**config.mk**
```make
export PLATFORM = sky130hd
export DESIGN_NAME = fifo_sync_param
export DESIGN_NICKNAME = d
export VERILOG_FILES = /design/src/rtl/fifo_pkg.sv /design/src/rtl/fifo_mem.sv /design/src/rtl/fifo_sync_param.sv
export SDC_FILE = /design/constraint.sdc
export NUM_CORES = 1
export LEC_CHECK = 0
export ABC_AREA = 1
export CAP_MARGIN = 20
export CORE_ASPECT_RATIO = 1.1
export CORE_UTILIZATION = 55
export DETAILED_ROUTE_END_ITERATION = 12
export PLACE_DENSITY = 0.71
export SETUP_SLACK_MARGIN = 0.3
export SLEW_MARGIN = 20
export SYNTH_ARGS = -nofsm -noshare
export SYNTH_HDL_FRONTEND = slang
export SYNTH_HIERARCHICAL = 1
export SYNTH_SLANG_ARGS = --single-unit
```
**constraint.sdc**
```tcl
create_clock -name clk -period 3.56 [get_ports clk]
set_input_delay 0.534 -clock clk [delete_from_list [all_inputs] [get_ports clk]]
set_output_delay 0.534 -clock clk [all_outputs]
set_load 0.02 [all_outputs]
```
**src/rtl/fifo_pkg.sv**
```systemverilog
// Shared definitions for the single-clock parametrised FIFO.
// Read-mode selectors and a width helper that never returns zero.
package fifo_pkg;

  localparam int FIFO_MODE_STD  = 0;
  localparam int FIFO_MODE_FWFT = 1;

  function automatic int clog2_safe(input int n);
    return (n <= 2) ? 1 : $clog2(n);
  endfunction

endpackage

```
**src/rtl/fifo_mem.sv**
```systemverilog
// Simple dual-port storage: one synchronous write port and an
// asynchronous read index. Contents are deliberately not reset.
module fifo_mem
  import fifo_pkg::*;
#(
  parameter int WIDTH = 8,
  parameter int DEPTH = 16,
  parameter int ADDR  = clog2_safe(DEPTH)
) (
  input  logic             clk,
  input  logic             we,
  input  logic [ADDR-1:0]  waddr,
  input  logic [WIDTH-1:0] wdata,
  input  logic [ADDR-1:0]  raddr,
  output logic [WIDTH-1:0] rdata
);

  logic [WIDTH-1:0] mem_q [DEPTH];

  always_ff @(posedge clk) begin
    if (we) begin
      mem_q[waddr] <= wdata;
    end
  end

  assign rdata = mem_q[raddr];

endmodule

```
**src/rtl/fifo_sync_param.sv**
```systemverilog
// Single-clock FIFO with occupancy count, threshold flags, sticky
// error flags and a registered or first-word-fall-through read port.
module fifo_sync_param
  import fifo_pkg::*;
#(
  parameter int WIDTH     = 8,
  parameter int DEPTH     = 16,
  parameter int AF_THRESH = DEPTH - 4,
  parameter int AE_THRESH = 4,
  parameter int FWFT      = FIFO_MODE_STD,
  localparam int ADDR     = clog2_safe(DEPTH)
) (
  input  logic             clk,
  input  logic             rst,
  input  logic [WIDTH-1:0] din,
  input  logic             push,
  input  logic             pull,
  input  logic             clr_err,
  output logic [WIDTH-1:0] dout,
  output logic             dout_valid,
  output logic             full,
  output logic             empty,
  output logic             almost_full,
  output logic             almost_empty,
  output logic [ADDR:0]    count,
  output logic             overflow,
  output logic             underflow
);

  localparam logic [ADDR:0] DEPTH_C = DEPTH[ADDR:0];
  localparam logic [ADDR:0] AF_C    = AF_THRESH[ADDR:0];
  localparam logic [ADDR:0] AE_C    = AE_THRESH[ADDR:0];
  localparam logic [ADDR:0] ONE_C   = {{ADDR{1'b0}}, 1'b1};

  logic [ADDR:0]    wptr_q, wptr_d;
  logic [ADDR:0]    rptr_q, rptr_d;
  logic [ADDR:0]    cnt_q, cnt_d;
  logic             ovf_q, ovf_d;
  logic             unf_q, unf_d;
  logic [WIDTH-1:0] dout_q, dout_d;
  logic             dv_q, dv_d;
  logic             wen, ren;
  logic             mem_we;
  logic [WIDTH-1:0] rdata;

  assign full         = (cnt_q == DEPTH_C);
  assign empty        = (cnt_q == '0);
  assign almost_full  = (cnt_q >= AF_C);
  assign almost_empty = (cnt_q <= AE_C);
  assign count        = cnt_q;
  assign overflow     = ovf_q;
  assign underflow    = unf_q;

  always_comb begin
    wen    = push & ~full;
    ren    = pull & ~empty;
    wptr_d = wptr_q;
    rptr_d = rptr_q;
    cnt_d  = cnt_q;
    dout_d = dout_q;
    dv_d   = 1'b0;
    if (wen) begin
      wptr_d = wptr_q + ONE_C;
    end
    if (ren) begin
      rptr_d = rptr_q + ONE_C;
      dout_d = rdata;
      dv_d   = 1'b1;
    end
    unique case ({wen, ren})
      2'b10:   cnt_d = cnt_q + ONE_C;
      2'b01:   cnt_d = cnt_q - ONE_C;
      default: cnt_d = cnt_q;
    endcase
    // a new error in the same cycle as clr_err keeps the flag set
    ovf_d = (push & full) | (ovf_q & ~clr_err);
    unf_d = (pull & empty) | (unf_q & ~clr_err);
  end

  always_ff @(posedge clk) begin
    if (rst) begin
      wptr_q <= '0;
      rptr_q <= '0;
      cnt_q  <= '0;
      ovf_q  <= 1'b0;
      unf_q  <= 1'b0;
      dout_q <= '0;
      dv_q   <= 1'b0;
    end else begin
      wptr_q <= wptr_d;
      rptr_q <= rptr_d;
      cnt_q  <= cnt_d;
      ovf_q  <= ovf_d;
      unf_q  <= unf_d;
      dout_q <= dout_d;
      dv_q   <= dv_d;
    end
  end

  assign mem_we = wen & ~rst;

  fifo_mem #(
    .WIDTH (WIDTH),
    .DEPTH (DEPTH),
    .ADDR  (ADDR)
  ) u_mem (
    .clk   (clk),
    .we    (mem_we),
    .waddr (wptr_q[ADDR-1:0]),
    .wdata (din),
    .raddr (rptr_q[ADDR-1:0]),
    .rdata (rdata)
  );

  // FWFT masks the head slot while empty so stale RAM never leaks out
  assign dout = (FWFT == FIFO_MODE_FWFT) ? (empty ? '0 : rdata) : dout_q;
  assign dout_valid = (FWFT == FIFO_MODE_FWFT) ? ~empty : dv_q;

endmodule

```
==> run metrics <==
status=finished, final reports clean; share of cells above drive strength 1=0.0619; synth warn=6; Net Count, Synth=roughly 720; delay-heaviest family, CP=buffers and inverters; # IOs=33; Final Hold Vio Count=0; Final Non-Filler Cells=897; Worst Hold Class=reg -> reg; r2r worst-path depth=6; CP Capture Type=output pin; Syn Area/Cell=just under 10 um^2; Startpoint Class=register; drt initial violations=470; vias in the first global route=about 4.8k; switching share of power=0.336; register bit total from synthesis=between 150 and 200; # fillers=slightly below 1k; most frequent cells in the layout=195 x nand2_1, 128 x edfxtp_1, 121 x inv_1; RSZ-0062 raised after global routing=no; worst reg2reg path startpoint=count[0]$_SDFFE_PP0P_; hpwl dp=just under 10 mm; total grt overflow=0; fmax=between 400 and 500 MHz; Initial Util=0.564; combinational share of power=0.288; clk buf depth=2; Tot Pwr=approximately 5200 uW; Setup TNS=0 ns; largest net degree at the start of global routing=about 70; Num CTS Buffers=17; Final setup violation count=0; most common cell after layout, fill and taps aside=nand2_1; Overall Global Routing Usage=0.258; Layout Nets=750; cts repair resizes=0; design area=around 7700 um^2; routed via count=4829; Int Pwr=3470 uW; full die area=12800 um^2; Lkg Pwr=~0.0033 uW; FF/Latch Area=roughly 4300 um^2; count of cell types in the netlist=27; Core ar.=12000 um^2; total power per unit cell area=683 nW/um^2; Post-DP Area=7130 um^2; r2r endpoint=u_mem/mem_q[9][2]$_DFFE_PP_; Std-Cell Rows=42; worst setup path class=reg -> out; CTS H-tree lvls=4; crit-path cells=nor2_1, nand3_1, inv_1, clkdlybuf4s50_1; IR drop worst, VDD=roughly 0.42 mV; first-pass GRT wire length=24.0 mm; Flop pwr share=0.404; setup bufs post-CTS=0; slowest cell on the critical path=clkdlybuf4s50_1; hold slack=0.468 ns; DP Cell Count=865; Rel. slew slack=0.300; routed vias/inst=around 5.4; top-area cell type share of the netlist area=0.566; gp weighted congestion=0.840; Worst Hold Launch=overflow$_SDFF_PP0_; Slew @ Worst Pin=~1.1 ns; wire per inst=~17 um; area leader, netlist=edfxtp_1; WHS Path Cells=2; latest clock arrival within the worst-skew pair=about 0.42 ns; initial antenna violation count=0; Final Cycle Share=0.685; Worst Skew=about 0.011 ns; Clk pwr share=0.308; DRT Wirelength=between 15 and 20 mm; CTS root buffer=clkbuf_16; antenna cell count=0; Pre-antenna DRT Iters=5; CP Max Fanout=5; register area share after synthesis=0.637; NetSw=1760 uW; Slew Limit Fails=0; worst path bufs/invs=2; Synth-to-Final Area Change=12.8%; DRC Markers=0; max-cap violation count=0; Die X=108 um; clock slew at reported path FFs=0.06 ns; min Tclk post-route=about 2.4 ns; Port-buffer cells=32; synth top area cells=edfxtp_1 57%, nand2_1 11%, nand3_1 7.9%; reg2reg setup slack=between 1 and 1.5 ns; area occupied by multi-input gates=1800 um^2; CTS tree=yes; post-synthesis cell count=704; CP arrival=around 1.9 ns; cts hold-fix bufs=0; die outline height=approximately 120 um; clock sinks=roughly 150; Mapped Area=6790 um^2; critical path's largest stage delay=about 0.60 ns; post-route ant nets=0; WHS Endpoint=overflow$_SDFF_PP0_; CP required=3.03 ns
state kept, by name (all words and copies together) (netlist names):
| signal | count |
|---|---|
| dout | 8 |
| rptr_q | 4 |
| dout_valid | 1 |
| underflow | 1 |
| count | 5 |
| overflow | 1 |
| wptr_q | 4 |
| u_mem/mem_q | 128 |
power groups by stage:
stage / Combinational, uW / Sequential (uW) / Clock [uW]
4_1_cts: 1500 / 2110 / 1630
3_3_place_gp: 1460 / 2150 / 0
3_5_place_dp: 1490 / 2150 / 0
5_1_grt: 1660 / 2120 / 1700
2_1_floorplan: 968 / 2220 / 0
6_report: 1510 / 2110 / 1610
cell type report:
cell class,count,share of cell area
Inverter,124,0.0608
Multi-Input combinational cell,400,0.235
Clock inverter,11,0.00899
Sequential cell,152,0.565
Clock buffer,21,0.0601
Tap cell,154,0.0252
Timing Repair Buffer,35,0.0448
worst max path at each step:
stage | from | end | slack, ns | depth (start not counted)
6_report | count[3]$_SDFFE_PP0P_ | full | 1.12 | 4
5_1_grt | count[0]$_SDFFE_PP0P_ | u_mem/mem_q[7][2]$_DFFE_PP_ | 0.98 | 6
4_1_cts | count[0]$_SDFFE_PP0P_ | full | 1.13 | 4
3_5_place_dp | pull | count[4]$_SDFFE_PP0P_ | 0.81 | 10
3_3_place_gp | pull | count[4]$_SDFFE_PP0P_ | 0.85 | 10
2_1_floorplan | count[0]$_SDFFE_PP0P_ | count[4]$_SDFFE_PP0P_ | 1.38 | 12
layer usage:
metal	up-vias	global-route usage	routed length [um]	share of wire
met1	2255	0.326	6000	0.39
met4	0	0.112	402	0.026
li1	2310	-	-	-
met2	224	0.422	7590	0.50
met3	40	0.0618	1300	0.085
met5	-	0	0	0
cells in the mapped netlist, drive strengths merged:
cell type  count
nor3           1
nand3        108
clkbuf         1
nand2        198
nand3b         2
nor2          53
or2            1
inv          124
a21oi          9
ha             6
edfxtp       128
nand4          2
dfxtp         24
buf           27
fa             1
xor2           3
o21ai         16
stage by stage:
step | worst slack [ns] | utilization
CTS | 1.13 | 0.636
finish | 1.12 | 0.636
floorplan | 1.38 | -
detailed placement | 0.811 | 0.592
global placement | 0.854 | 0.592
global route | 0.975 | 0.636
worst register-to-register path, stage by stage, from the launching register on:
cell and delay, ns:
dfxtp_1 0.49, nor2_4 0.08, nand3_1 0.19, nand2_2 0.13, nor2_1 0.29, nand3b_1 0.27
nor2_1 0.57
cells by family (layout without fill, tap and decap cells):
logic type | count (synthesis) | in the layout | share of synthesized area
simple gates | 365 | 365 | 0.228
flops | 152 | 152 | 0.637
buf+inv | 152 | 191 | 0.0978
compound gates | 25 | 25 | 0.0190
fa+ha+maj | 7 | 7 | 0.0140
xor+xnor | 3 | 3 | 0.00387
No activity file was read; power rests on OpenSTA's default activity.
==> patch, RTL diff (config.mk and constraints unchanged) <==
Take the reset off `dout_q` and load it in a clocked block of its own.
--- a/src/rtl/fifo_sync_param.sv
+++ b/src/rtl/fifo_sync_param.sv
@@ -84,7 +84,6 @@
       cnt_q  <= '0;
       ovf_q  <= 1'b0;
       unf_q  <= 1'b0;
-      dout_q <= '0;
       dv_q   <= 1'b0;
     end else begin
       wptr_q <= wptr_d;
@@ -92,9 +91,12 @@
       cnt_q  <= cnt_d;
       ovf_q  <= ovf_d;
       unf_q  <= unf_d;
-      dout_q <= dout_d;
       dv_q   <= dv_d;
     end
+  end
+
+  always_ff @(posedge clk) begin
+    dout_q <= dout_d;
   end
 
   assign mem_we = wen & ~rst;
Check against the original RTL: differs if rst is asserted again (counterexample within 4 cycles, from zero or initial values and one cycle with rst high); with rst held inactive, the same outputs for 10 cycles.
==> patch against the original RTL <==
- first-iteration DRC count rose by 6.2%
- largest cell class unchanged
- sequential power rose by 3%
- setup slack improved by 0.068 ns
- total power increased by 5.3%
- sequential cell count did not move
- final area increased by 1.6%
- cell count fell by 2.6%
- clock power up 17%
- combinational power down 4%
- wire length down 1.6%
- area after synthesis fell by 0.20%
==> patch: results <==
{
  "status": "completed",
  "place_congestion": 0.8743,
  "synth_compound_area_share_pct": 1.366,
  "dp_hpwl_um": 9496,
  "syn_inst": 677,
  "relSlewSlack_pct": 29.68,
  "met1_usage_pct": 35.21,
  "switching_share_pct": 31.61,
  "finalWirelength_um": 15050,
  "routed_via_density": 5.324,
  "grtUsageMet3_pct": 5.516,
  "clockBufferDepth": 2,
  "synthAdderAreaFrac_pct": 1.403,
  "largest_reg_flops": 128,
  "yosys-top-cells-count": "nand2_1 (195), edfxtp_1 (136), inv_1 (117), nand3_1 (106), nor2_1 (35)",
  "ys_top_cells_by_area": "edfxtp_1 (60%), nand2_1 (11%), nand3_1 (7.8%)",
  "synth_edf_count": 136,
  "async_flop_share_pct": 0,
  "grt_pass1_wl_um": 23260,
  "layoutNonFillerInstCount": 874,
  "rrSetupSlack_ns": 1.23,
  "drive_gt1_share_pct": 7.222,
  "seq_area_frac_synth_pct": 64.99,
  "pre_cts_slack_ns": 0.7486,
  "drt_iter0_markers": 499,
  "grt_usage_pct": 25.53,
  "ir_drop_v": 0.0004578,
  "grt_pass1_vias": 4369,
  "max_stage_delay_ns": 0.63,
  "use_met2_pct": 39.86,
  "worstReg2RegEnd": "u_mem/mem_q[8][6]",
  "hold_viol": 0,
  "cp_max_fo": 6,
  "diodes": 0,
  "cellLeakagePower_nw": 3.281,
  "skew_ns": 0.01843,
  "ctsResizeCount": 0,
  "whs_ns": 0.4704,
  "firstDrtPassIters": 5,
  "nets": 727,
  "synth_xor_area_share_pct": 0.3877,
  "clk_pin_slew_ns": 0.06,
  "dp_cells": 842,
  "syn_nets": 697,
  "worstPathArrival_ns": 1.84,
  "synthMuxAreaShare_pct": 0
}
## patch: cell count changes after synthesis, moves of 2 or more
cell,change
nor2_1,-15
inv_1,-4
inv_2,+3
o21ai_1,+2
dfxtp_1,-8
o21ai_0,-10
buf_6,-2
nor2_2,-2
nand3_4,+2
edfxtp_1,+8
## patch: final cells by class
| cell class | instances | area, µm² |
|---|---|---|
| repair buffers | 36 | 350.3 |
| clock inverters | 14 | 198.9 |
| well taps | 154 | 192.7 |
| flip-flops and latches | 152 | 4405 |
| fillers | 925 | 4257 |
| multi-input cells | 376 | 1733 |
| inverters | 124 | 467.9 |
| clock buffers | 18 | 429.2 |
## patch: power groups by stage
stage	clock [mW]	sequential (mW)	combinational [mW]
2_1_floorplan	0	2.28	0.935
3_3_place_gp	0	2.21	1.40
3_5_place_dp	0	2.21	1.43
4_1_cts	1.90	2.17	1.44
5_1_grt	1.98	2.19	1.60
6_report	1.89	2.17	1.45
## patch: through the flow
stage | area [µm²] | power (mW)
global placement | 7149 | 3.614
global route | 7777 | 5.766
detailed placement | 7149 | 3.636
CTS | 7777 | 5.512
floorplan | 6777 | 3.213
finish | 7777 | 5.505
## patch: tightest hold or removal path, stage by stage, from the launching register on
cell and delay (ns):
dfxtp_1 0.31, nand2_1 0.06, a21oi_1 0.06
## patch: cell families (layout without fill, tap and decap cells)
| kind of cell | after synthesis | in the layout |
|---|---|---|
| compound gates | 17 | 17 |
| xor+xnor | 3 | 3 |
| fa+ha+maj | 7 | 7 |
| buf+inv | 149 | 192 |
| flops | 152 | 152 |
| simple gates | 349 | 349 |
## patch: how the worst max path moves through the flow
stage	start	endpoint	slack (ns)	cells past startpoint
floorplan	count[0]	count[4]	1.44	11
global placement	push	u_mem/mem_q[8][6]	0.84	5
detailed placement	push	u_mem/mem_q[8][4]	0.75	5
CTS	count[0]	almost_empty	1.17	4
global route	count[0]	u_mem/mem_q[8][6]	1.03	6
finish	count[0]	almost_empty	1.19	4
## patch: layer usage
layer	part of all wire [%]	routed length (µm)
met3	7.3	1093
met2	49	7340
met5	0	0
met1	43	6403
met4	1.4	211
